File: src/rtl/upc_serial_tx.sv
// upc_serial_tx: serialises one {U,P,C} item code plus its security mark bit
// into a 7-bit frame (START, M, C, P, U, even PAR, STOP) on a one-wire line.
// Input side is a valid/ready handshake; every output comes straight from a flop.
module upc_serial_tx #(
  parameter int CLKS_PER_BIT = 4,
  parameter int CNT_W        = 8
) (
  input  logic             clk,
  input  logic             reset,
  input  logic [2:0]       upc_in,
  input  logic             mark_in,
  input  logic             send_valid,
  output logic             send_ready,
  output logic             tx,
  output logic             busy,
  output logic [CNT_W-1:0] frames_sent
);

  // Divider needs at least one bit even when each frame bit is a single cycle.
  localparam int              DIV_W    = (CLKS_PER_BIT > 1) ? $clog2(CLKS_PER_BIT) : 1;
  localparam logic [DIV_W-1:0] DIV_LAST = DIV_W'(CLKS_PER_BIT - 1);

  typedef enum logic [2:0] {
    S_IDLE,
    S_START,
    S_DATA,
    S_PARITY,
    S_STOP
  } state_t;

  state_t             state_q, state_d;
  logic [DIV_W-1:0]   div_q, div_d;
  logic [1:0]         bit_q, bit_d;
  logic [4:0]         shreg_q, shreg_d;   // {PAR,U,P,C,M}, shifted out LSB first
  logic               tx_q, tx_d;
  logic               ready_q, ready_d;
  logic [CNT_W-1:0]   cnt_q, cnt_d;
  logic               bit_end;

  assign bit_end = (div_q == DIV_LAST);

  // Next-state logic: tx_d is the value the line takes for the coming bit, so
  // the line changes on the same edge that moves the FSM into that bit.
  always_comb begin
    state_d = state_q;
    div_d   = div_q;
    bit_d   = bit_q;
    shreg_d = shreg_q;
    tx_d    = tx_q;
    cnt_d   = cnt_q;
    case (state_q)
      S_IDLE: begin
        tx_d = 1'b1;
        if (send_valid) begin
          state_d = S_START;
          tx_d    = 1'b0;
          div_d   = '0;
          bit_d   = '0;
          shreg_d = {^{upc_in, mark_in}, upc_in, mark_in};
        end
      end
      S_START: begin
        div_d = bit_end ? '0 : div_q + DIV_W'(1);
        if (bit_end) begin
          state_d = S_DATA;
          tx_d    = shreg_q[0];
          shreg_d = shreg_q >> 1;
        end
      end
      S_DATA: begin
        div_d = bit_end ? '0 : div_q + DIV_W'(1);
        if (bit_end) begin
          // After the fourth data bit the parity bit is next in the shifter.
          tx_d    = shreg_q[0];
          shreg_d = shreg_q >> 1;
          if (bit_q == 2'd3) state_d = S_PARITY;
          else               bit_d   = bit_q + 2'd1;
        end
      end
      S_PARITY: begin
        div_d = bit_end ? '0 : div_q + DIV_W'(1);
        if (bit_end) begin
          state_d = S_STOP;
          tx_d    = 1'b1;
        end
      end
      S_STOP: begin
        div_d = bit_end ? '0 : div_q + DIV_W'(1);
        if (bit_end) begin
          state_d = S_IDLE;
          tx_d    = 1'b1;
          cnt_d   = cnt_q + CNT_W'(1);
        end
      end
      default: begin
        state_d = S_IDLE;
        tx_d    = 1'b1;
        div_d   = '0;
        bit_d   = '0;
      end
    endcase
    ready_d = (state_d == S_IDLE);
  end

  // State and output registers; reset drops tx high immediately, mid-frame or not.
  always_ff @(posedge clk or negedge reset) begin
    if (!reset) begin
      state_q <= S_IDLE;
      div_q   <= '0;
      bit_q   <= '0;
      shreg_q <= '0;
      tx_q    <= 1'b1;
      ready_q <= 1'b1;
      cnt_q   <= '0;
    end else begin
      state_q <= state_d;
      div_q   <= div_d;
      bit_q   <= bit_d;
      shreg_q <= shreg_d;
      tx_q    <= tx_d;
      ready_q <= ready_d;
      cnt_q   <= cnt_d;
    end
  end

  assign tx          = tx_q;
  assign send_ready  = ready_q;
  assign busy        = ~ready_q;
  assign frames_sent = cnt_q;

endmodule

File: config.mk
export PLATFORM = sky130hd
export DESIGN_NAME = upc_serial_tx
export DESIGN_NICKNAME = d
export VERILOG_FILES = /design/src/rtl/upc_serial_tx.sv
export SDC_FILE = /design/constraint.sdc
export NUM_CORES = 1
export LEC_CHECK = 0
export CAP_MARGIN = 20
export CORE_UTILIZATION = 35
export DETAILED_ROUTE_END_ITERATION = 8
export SLEW_MARGIN = 5
export SYNTH_ARGS = -nofsm -noshare
export SYNTH_HDL_FRONTEND = slang
export SYNTH_SLANG_ARGS = --single-unit
File: constraint.sdc
create_clock -name clk -period 3.4 [get_ports clk]
set_input_delay 0.68 -clock clk [delete_from_list [all_inputs] [get_ports clk]]
set_output_delay 0.68 -clock clk [all_outputs]
set_load 0.02 [all_outputs]
==> results of run 1 <==
-- report_power, final --
| group | switching, uW | total (uW) | internal (uW) | leakage, uW |
|---|---|---|---|---|
| registers | 109 | 461 | 351 | 0.000278 |
| clock network | 82.6 | 202 | 119 | 0.0000279 |
| logic | 230 | 512 | 282 | 0.000300 |
| total | 422 | 1180 | 753 | 0.000606 |
-- cells by family (layout without fill, tap and decap cells) --
group,count (synthesis),after routing,synth area share (%)
multiplexers,13,13,11.9
XOR/XNOR,12,12,8.72
adder cells (fa/ha/maj),4,4,4.15
flip-flops,22,22,45.9
AO/OA/AOI/OAI,16,16,9.24
AND/OR/NAND/NOR,33,33,16.4
buffers and inverters,9,27,3.63
-- worst paths after layout --
check / start / endpoint / slack (ps) / cells past startpoint
max: send_ready$_DFF_PN1_ / send_ready / 1270 / 1
min: frames_sent[7]$_DFFE_PN0P_ / frames_sent[7]$_DFFE_PN0P_ / 480 / 1
max reg2reg: state_q[0]$_DFF_PN0_ / shreg_q[2]$_DFFE_PN0P_ / 1520 / 4
min reg2reg: frames_sent[7]$_DFFE_PN0P_ / frames_sent[7]$_DFFE_PN0P_ / 480 / 1
max in group asynchronous: reset / tx$_DFFE_PN1P_ / 2190 / 2
min in group asynchronous: reset / shreg_q[2]$_DFFE_PN0P_ / 670 / 1
-- cell type report --
type	count	area, um^2
clock inverter	1	30.0
multi-input combinational	78	608
inverter	5	18.8
fill	318	1680
timing repair buffer	18	185
clock buffer	3	22.5
tap	44	55.1
sequential	22	553
-- through the flow --
step	util [%]	hold WS, ps	cell area [um^2]	total power [uW]
final	46.7	479	1470	1180
after global routing	46.7	509	1470	1260
after CTS	46.2	484	1460	1180
after detailed placement	44.6	464	1410	981
after global placement	44.6	463	1410	957
after floorplan	-	384	1200	857
-- cell usage in the layout, fill, tap and decap left out, types with 4 or more instances in the layout --
master           netlist  routed
mux2_2                11      11
nand3_1                6       6
xnor2_1               11      11
inv_1                  5       5
clkdlybuf4s50_1        0      17
ha_1                   4       4
dfrtp_1               20      20
nand2_1                5       5
-- metal layers --
metal  wire (um)  track usage [%]  part of all wire (%)  vias to the layer above
li1            -                -                     -                      422
met3          72             4.05                   3.2                        2
met5           0                0                     0                        -
met1        1130             17.6                    50                      425
met2        1040             24.3                    46                       16
met4          12             1.95                  0.53                        0
-- flip-flops by register name, indices dropped and copies added (netlist names) --
name and flops:
state_q 3, frames_sent 8, send_ready 1, bit_q 2, tx 1, shreg_q 5, div_q 2
-- synth_stat cells, types with 2 or more instances --
master	n	area (um^2)
a21oi_1	3	15.0
buf_2	2	10.0
dfrtp_1	20	500
dfstp_2	2	52.6
ha_1	4	50.1
inv_1	5	18.8
mux2_2	11	124
mux2i_1	2	20.0
nand2_1	5	18.8
nand2b_1	3	18.8
nand3_1	6	30.0
nand4_1	2	12.5
nor2_1	3	11.3
nor2b_1	2	12.5
nor3_1	3	15.0
nor3b_1	3	22.5
o21ai_0	3	15.0
o22ai_1	3	18.8
xnor2_1	11	96.3
==> summary.txt, run 1 <==
Layout
  – Final net count: 139
  – Antenna cells: 0
  – Layout cells sized above 1: between 10% and 20%
  – Final Non-Filler Cells: around 170
  – Layout area overhead: 22.2%

Logic synthesis
  – Post-Syn Instances: ~110
  – Register area share after synthesis: between 40% and 50%
  – Mapped cell area: between 0.001 and 0.0015 mm^2
  – FF+latch count, synth: 22
  – Post-synth EDFFs: 0
  – Syn Area/Cell: roughly 11 um^2
  – Ys Warns: 0
  – Mapped Nets: 120
  – Async set-or-reset flop fraction in the synthesized netlist: 100%
  – Yosys cell types: 35
  – Synth Flop Type: dfrtp_1

STA
  – Sum of negative setup slack: 0 ps
  – Endpoints failing setup: 0
  – Min Clock Period, post-route: roughly 2100 ps
  – RSZ-0062 raised after global routing: false
  – Slew Viols, Final: 0
  – PnR worst setup slack: about 1300 ps
  – Final worst path period share: between 60% and 70%
  – Final Hold Vio Count: 0
  – Slew margin rel.: 62.5%
  – Least-Margin Pin Slew: 562 ps
  – Max Clock Freq: approximately 470 MHz
  – Worst Skew: 5.19 ps

Worst setup path
  – Worst Setup End Kind: output pin
  – Buf+Inv Stages, Crit Path: 1
  – Cell family with most CP delay: buffers and inverters
  – Crit path cell chain: clkdlybuf4s50_1
  – CP startpoint kind: flop
  – Slowest cell on crit path: clkdlybuf4s50_1
  – Critical path peak fanout: 2
  – WP data required: roughly 2700 ps
  – Crit Path Category: flop to output pin
  – WP data arrival: about 1500 ps
  – Max incr delay on CP: 600 ps

Placement
  – GP Congestion: between 0.7 and 0.8
  – Placed Cells: between 150 and 200
  – Pre-CTS WS: around 980 ps
  – Dpl hpwl: roughly 1600 um
  – PortBufs: 17

Floorplanning
  – Io pins: 18
  – Die Area: between 0.003 and 0.004 mm^2
  – CORE AREA: between 0.003 and 0.004 mm^2
  – Die height: around 61 um
  – Initial Util: roughly two fifths
  – Die Wd: 60.7 um
  – FP Rows: 20

Routing
  – Vias/cell: slightly above 5
  – Post-route DRC: 0
  – Vias: between 800 and 900
  – 1st-pass router iterations: 4
  – Post-route ant nets: 0
  – WL final: 2260 um
  – DRT iter0 DRCs: 65
  – Wire per inst: between 10 and 15 um

Pwr
  – Power per Cell Area: 798 mW/mm^2
  – Lkg Pwr: about 0.00061 uW
  – Max IR drop VDD: 0.263 mV

GRT
  – Global-route usage over all layers: roughly 14%
  – Largest net degree at the start of global routing: 23
  – First-pass GRT wire length: 3840 um
  – Gr ovfl total: 0
  – Number of antenna violations at the first check in global routing: 0
  – Vias in the first global route: ~870

Run
  – Max-cap violations: 0

Clock tree
  – Clock Tree Root: clkbuf_4
  – CTS H-Tree Depth: 1
  – Clk sink count: 22
  – Clock Path Buffers: 2
  – Total CTS buffers: 3
  – Post-CTS setup buffer count: 0
  – # hold bufs at CTS: 0
  – CTS tree: yes
  – Post-CTS Resized: 0
  – Clock Latency Late Sink: between 300 and 400 ps
  – Clock-pin slew on the worst setup and hold paths: between 100 and 150 ps

Min path
  – Hold crit path type: flop to flop

Outcome
  – Status: finished clean
Power figures use the tool's default switching activity.
==> run 2: changes to the inputs <==
Clock period 3.4 ns to 2.1 ns, I/O delays scaled along.
==> summary.txt, run 2 (synthesis gave the netlist of run 1 again) <==
Floorplanning
  – Initial Util: 38.2% (unchanged)
  – Io pins: 18 (unchanged)
  – Die height: 60.7 um (unchanged)
  – Die Area: 0.00368 mm^2 (unchanged)
  – CORE AREA: 0.00315 mm^2 (unchanged)
  – FP Rows: 20 (unchanged)
  – Die Wd: 60.7 um (unchanged)

STA
  – Slew margin rel.: 64.8% (+2.3 points)
  – Min Clock Period, post-route: 1880 ps
  – Final worst path period share: 89.7%
  – Least-Margin Pin Slew: 528 ps (-34.1 ps)
  – Slew Viols, Final: 0 (unchanged)
  – RSZ-0062 raised after global routing: false
  – Max Clock Freq: between 500 and 600 MHz
  – Final Hold Vio Count: 0 (unchanged)
  – Worst Skew: 8.60 ps (+3.41 ps)
  – Sum of negative setup slack: 0 ps (unchanged)
  – Endpoints failing setup: 0 (unchanged)

Clock tree
  – Clock Tree Root: clkbuf_4
  – Clk sink count: 22 (unchanged)
  – # hold bufs at CTS: 0 (unchanged)
  – Clock Path Buffers: 2 (unchanged)
  – Clock Latency Late Sink: 320 ps (about the same)
  – Post-CTS setup buffer count: 0 (unchanged)
  – Post-CTS Resized: 0 (unchanged)
  – Clock-pin slew on the worst setup and hold paths: 130 ps (about the same)
  – Total CTS buffers: 3 (unchanged)
  – CTS H-Tree Depth: 1 (unchanged)
  – CTS tree: yes

Layout
  – Layout cells sized above 1: 20.8% (+1.9 points)
  – Antenna cells: 0 (unchanged)
  – Layout area overhead: 23.5%
  – Most frequent cells in the layout: dfrtp_1 (20), clkdlybuf4s50_1 (17), xnor2_1 (11), mux2_2 (11), nand3_1 (6)
  – Final net count: 142 (+2.2%)
  – Commonest non-fill, non-tap cell in the layout: dfrtp_1
  – Max reg flops: 8 (unchanged)
  – Cell area after layout: 0.00149 mm^2 (+1.0%)
  – Fill cells: 310 (-2.5%)

Placement
  – PortBufs: 17 (unchanged)
  – Post-DP Area: 0.00144 mm^2 (+2.1%)
  – Dpl hpwl: 1620 um (+2.0%)
  – GP Congestion: 0.751 (+4.1%)

Worst setup path
  – R2R depth: 4 (unchanged)
  – Max incr delay on CP: 590 ps (about the same)
  – Crit path cell chain: clkdlybuf4s50_1
  – Worst Setup End Kind: output pin
  – Slowest cell on crit path: clkdlybuf4s50_1
  – WP data arrival: 1460 ps (about the same)
  – CP startpoint kind: flop
  – Cell family with most CP delay: buffers and inverters
  – Crit Path Category: flop to output pin
  – Crit path depth: 1 (unchanged)
  – Buf+Inv Stages, Crit Path: 1 (unchanged)
  – Critical path peak fanout: 2 (unchanged)
  – WP data required: 1680 ps (-1040 ps)

Routing
  – Post-route ant nets: 0 (unchanged)
  – Post-route DRC: 0 (unchanged)
  – WL final: 2230 um (-1.4%)
  – 1st-pass router iterations: 4 (unchanged)
  – DRT iter0 DRCs: 40 (-38%)
  – Vias: 873 (+0.92%)
  – Wire per inst: 12.8 um (-3.1%)
  – Vias/cell: 5.02 (-0.82%)

GRT
  – Vias in the first global route: 857 (-1.0%)
  – First-pass GRT wire length: 3890 um (+1.4%)
  – Global-route usage over all layers: 14.3% (+0.35 points)
  – Number of antenna violations at the first check in global routing: 0 (unchanged)
  – Gr ovfl total: 0 (unchanged)
  – Largest net degree at the start of global routing: 17 (-26%)

Outcome
  – Status: finished clean

Pwr
  – Lkg Pwr: 0.000618 uW (+1.9%)
  – Max IR drop VDD: 0.468 mV (+78%)
  – Power per Cell Area: 1300 mW/mm^2 (+63%)

Run
  – Max-cap violations: 0 (unchanged)

Min path
  – Hold crit path type: input pin to async pin
[run 2: changes by cell type in the layout (fill, tap and decap cells not counted)]
| cell | previous run | this run |
|---|---|---|
| buf_8 | 1 | 0 |
| buf_4 | 0 | 4 |
[run 2: area by class of cell]
| type | count | area, um^2 | share of cell area, % |
|---|---|---|---|
| repair buffers | 21 | 200 | 13.5 |
| flip-flops and latches | 22 | 553 | 37.2 |
| well taps | 44 | 55.1 | 3.70 |
| multi-input cells | 78 | 608 | 40.9 |
| inverters | 5 | 18.8 | 1.26 |
| clock buffers | 3 | 22.5 | 1.51 |
| clock inverters | 1 | 30.0 | 2.02 |
[run 2: final timing paths]
kind                                                  from                         end  slack [ps]
worst max-delay path                  send_ready$_DFF_PN1_                  send_ready         220
worst min-delay path                                 reset        state_q[0]$_DFF_PN0_         380
worst max register to register        state_q[0]$_DFF_PN0_      shreg_q[2]$_DFFE_PN0P_         290
worst min register to register  frames_sent[7]$_DFFE_PN0P_  frames_sent[7]$_DFFE_PN0P_         490
max in group asynchronous                            reset      shreg_q[1]$_DFFE_PN0P_        1170
min in group clk                frames_sent[7]$_DFFE_PN0P_  frames_sent[7]$_DFFE_PN0P_         490
[run 2: worst register-to-register path: stages (launching register included)]
cell and delay (ps):
dfrtp_1 560, nand2b_1 240, a21oi_2 270, mux2_2 370, mux2_2 260
[run 2: power breakdown]
group | leakage, uW | switching, uW | total (uW) | internal, uW
Clock | 0.0000279 | 139 | 332 | 193
Combinational | 0.000312 | 389 | 873 | 484
Sequential | 0.000278 | 167 | 736 | 569
[run 2: metrics by stage]
stage          power [uW]  std cells  hold slack (ps)  worst slack, ps  utilization, %
2_1_floorplan        1390        109              124              505               -
3_3_place_gp         1580        170              465              177            45.5
3_5_place_dp         1620        170              478              151            45.5
4_1_cts              1960        174              381              197            47.2
5_1_grt              2090        174              386              163            47.2
6_report             1940        174              383              216            47.2
[run 2: layer usage]
layer  vias up  GRT usage [%]  part of all wire [%]
li1        429              -                     -
met1       421           19.0                    48
met2        21           22.9                    46
met3         2           4.90                   5.0
met4         0           2.92                  0.58
met5         -              0                     0
==> run 3: changes to the inputs <==
Settings changed: ABC_AREA set to 1, SLEW_MARGIN 5 to not set.
==> summary.txt, run 3 <==
Outcome
  – Status: finished clean

Layout
  – Layout area overhead: 20.9%
  – Antenna cells: 0 (unchanged)
  – Commonest non-fill, non-tap cell in the layout: nand2_1
  – Final net count: 203 (+43%)
  – Most frequent cells in the layout: nand2_1 (70), dfrtp_1 (20), clkdlybuf4s50_1 (17)
  – Layout cells sized above 1: 14.2% (-6.6 points)
  – Max reg flops: 8 (unchanged)

Clock tree
  – CTS H-Tree Depth: 1 (unchanged)
  – Post-CTS Resized: 0 (unchanged)
  – Clock Latency Late Sink: 260 ps (-60 ps)
  – Total CTS buffers: 3 (unchanged)
  – Post-CTS setup buffer count: 0 (unchanged)
  – Clock Tree Root: clkbuf_8
  – Clock Path Buffers: 2 (unchanged)
  – Clk sink count: 22 (unchanged)
  – Clock-pin slew on the worst setup and hold paths: 80 ps (-50 ps)
  – CTS tree: yes
  – # hold bufs at CTS: 0 (unchanged)

Pwr
  – NetSw: 869 uW (+25%)
  – Gate power share: 53.0% (+8.0 points)
  – Sw Share: 44.5% (+8.8 points)
  – Int Power: 1080 uW (-13%)
  – Lkg Pwr: 0.000824 uW (+33%)
  – Power per Cell Area: 1220 mW/mm^2 (-6.3%)
  – Share of power burned in registers: 33.9% (-4.0 points)
  – Clk pwr share: 13.1% (-4.0 points)
  – Max IR drop VDD: 0.533 mV (+14%)

Floorplanning
  – CORE AREA: 0.00347 mm^2 (+10%)
  – Die Wd: 63.4 um (+4.5%)
  – Initial Util: 38.1% (-0.16 points)
  – FP Rows: 21 (+5.0%)
  – Io pins: 18 (unchanged)
  – Die height: 63.4 um (+4.5%)
  – Die Area: 0.00402 mm^2 (+9.2%)

Logic synthesis
  – Synth Flop Type: dfrtp_1
  – Synth Area in Adders: 3.79% (-0.36 points)
  – Top cells by area, synth: dfrtp_1 (38%), nand2_1 (20%), nand3_1 (4.9%), dfstp_2 (4.0%), ha_1 (3.8%)
  – Yosys top cell by area: dfrtp_1
  – Post-synthesis simple-gate area fraction: 41.8% (+25 points)
  – Top-count cell post-synth: nand2_1
  – Largest family of logic cells by synthesized area: simple AND/OR/NAND/NOR gates
  – Async set-or-reset flop fraction in the synthesized netlist: 100% (unchanged)
  – Post-Syn Instances: 169 (+55%)
  – Commonest cells post-synth: nand2_1 (70), dfrtp_1 (20), inv_1 (13), nand3_1 (13), nor2_1 (8)
  – Post-synthesis xor/xnor area fraction: 5.31% (-3.4 points)
  – Post-synth EDFFs: 0 (unchanged)
  – Ys Warns: 0 (unchanged)
  – FF+latch count, synth: 22 (unchanged)
  – Syn Area/Cell: 7.81 um^2 (-29%)
  – Complex-gate fraction of the synthesized area: 1.90% (-7.3 points)
  – Register area share after synthesis: 41.9% (-4.0 points)
  – Mapped cell area: 0.00132 mm^2 (+9.6%)
  – Mux cell area share after synthesis: 0% (-12 points)
  – Yosys cell types: 23 (-34%)
  – Mapped Nets: 180 (+50%)
  – Share of the synthesized area in the top cell type: 37.9% (-3.6 points)

Worst setup path
  – Max incr delay on CP: 590 ps (about the same)
  – WP data required: 1680 ps (about the same)
  – CP Launch Point: tx$_DFFE_PN1P_
  – Cell family with most CP delay: buffers and inverters
  – WP data arrival: 1380 ps (-80 ps)
  – Slowest cell on crit path: clkdlybuf4s50_1
  – Crit path cell chain: clkdlybuf4s50_1
  – CP startpoint kind: flop
  – Critical path peak fanout: 2 (unchanged)
  – Worst Setup End Kind: output pin
  – Buf+Inv Stages, Crit Path: 1 (unchanged)
  – Crit Path Category: flop to output pin
  – R2r startpoint: div_q[0]$_DFFE_PN0N_

STA
  – Least-Margin Pin Slew: 314 ps (-214 ps)
  – Worst Skew: 3.65 ps (-4.95 ps)
  – Endpoints failing setup: 0 (unchanged)
  – Slew Viols, Final: 0 (unchanged)
  – Max Clock Freq: 556 MHz (+4.7%)
  – Final Hold Vio Count: 0 (unchanged)
  – RSZ-0062 raised after global routing: false
  – Sum of negative setup slack: 0 ps (unchanged)
  – PnR worst setup slack: 301 ps (+84.8 ps)
  – Slew margin rel.: 79.0% (+14 points)
  – Final worst path period share: 85.7% (-4.0 points)
  – Min Clock Period, post-route: 1800 ps (-84.8 ps)

Placement
  – GP Congestion: 0.851 (+13%)
  – PortBufs: 17 (unchanged)
  – Pre-CTS WS: 579 ps (+428 ps)
  – Dpl hpwl: 1950 um (+21%)

Routing
  – DRT iter0 DRCs: 64 (+60%)
  – Post-route DRC: 0 (unchanged)
  – Vias: 1090 (+25%)
  – Wire per inst: 10.4 um (-18%)
  – Post-route ant nets: 0 (unchanged)
  – WL final: 2470 um (+11%)
  – 1st-pass router iterations: 4 (unchanged)
  – Vias/cell: 4.62 (-7.9%)

Run
  – Max-cap violations: 0 (unchanged)

GRT
  – First-pass GRT wire length: 4400 um (+13%)
  – Global-route usage over all layers: 14.1% (-0.19 points)
  – Largest net degree at the start of global routing: 23 (+6)
  – Gr ovfl total: 0 (unchanged)
  – Number of antenna violations at the first check in global routing: 0 (unchanged)
  – Vias in the first global route: 1013 (+18%)

Min path
  – Hold path start: tx$_DFFE_PN1P_
  – Hold crit path type: flop to flop
==> run 3: cell count changes after synthesis, sizes merged, moves of 4 or more <==
| cell | previous run | this run |
|---|---|---|
| nand2 | 5 | 76 |
| inv | 5 | 18 |
| nor2 | 3 | 15 |
| mux2 | 11 | 0 |
| nand3 | 6 | 14 |
| xnor2 | 11 | 4 |
| nand2b | 4 | 0 |
==> run 3: power groups by stage <==
stage / Clock [uW] / Combinational [uW] / Sequential (uW)
floorplan: 0 / 769 / 687
global placement: 0 / 1030 / 666
detailed placement: 0 / 1040 / 670
CTS: 268 / 1050 / 662
global route: 282 / 1170 / 682
finish: 256 / 1030 / 662
==> run 3: worst register-to-register path, stage by stage (launching register included) <==
cell	delay (ps)
dfrtp_1	390
ha_1	260
nand2_2	110
inv_2	80
nand2_4	70
nor2_4	130
nand3_1	80
nand2_1	60
nand2_1	50
==> run 3: per-layer routing <==
| metal | routed length, um | up-vias | GRT usage (%) |
|---|---|---|---|
| met5 | 0 | - | 0 |
| met4 | 59 | 0 | 7.67 |
| met3 | 45 | 4 | 2.36 |
| met2 | 1130 | 9 | 22.1 |
| met1 | 1230 | 506 | 18.5 |
| li1 | - | 571 | - |
==> run 3: cells by family (layout without fill, tap and decap cells) <==
group	after synthesis	in the layout
flip-flops	22	22
AND/OR/NAND/NOR	112	112
AO/OA/AOI/OAI	5	5
adder cells (fa/ha/maj)	4	4
XOR/XNOR	8	8
buffers and inverters	18	39
==> run 3: path summary, 6_finish.rpt <==
kind	end	slack, ps	depth (start not counted)
setup / recovery	tx	300	1
hold / removal	tx$_DFFE_PN1P_	460	2
setup reg to reg	frames_sent[6]$_DFFE_PN0P_	760	8
hold reg to reg	tx$_DFFE_PN1P_	460	2
max in group asynchronous	send_ready$_DFF_PN1_	1320	2
min in group asynchronous	state_q[1]$_DFF_PN0_	500	2
==> run 3: area by class of cell <==
class	count	area, um^2
multi-input cells	129	697
well taps	46	57.6
repair buffers	18	178
clock buffers	3	41.3
fillers	355	1870
inverters	18	70.1
flip-flops and latches	22	553
==> run 3: metrics by stage <==
stage | hold WS [ps] | instances | area [um^2] | power [uW] | utilization [%]
finish | 463 | 236 | 1600 | 1950 | 46.0
global route | 514 | 236 | 1600 | 2140 | 46.0
CTS | 466 | 236 | 1600 | 1980 | 46.0
detailed placement | 454 | 233 | 1560 | 1710 | 44.8
global placement | 451 | 233 | 1560 | 1690 | 44.8
floorplan | 124 | 169 | 1320 | 1460 | -
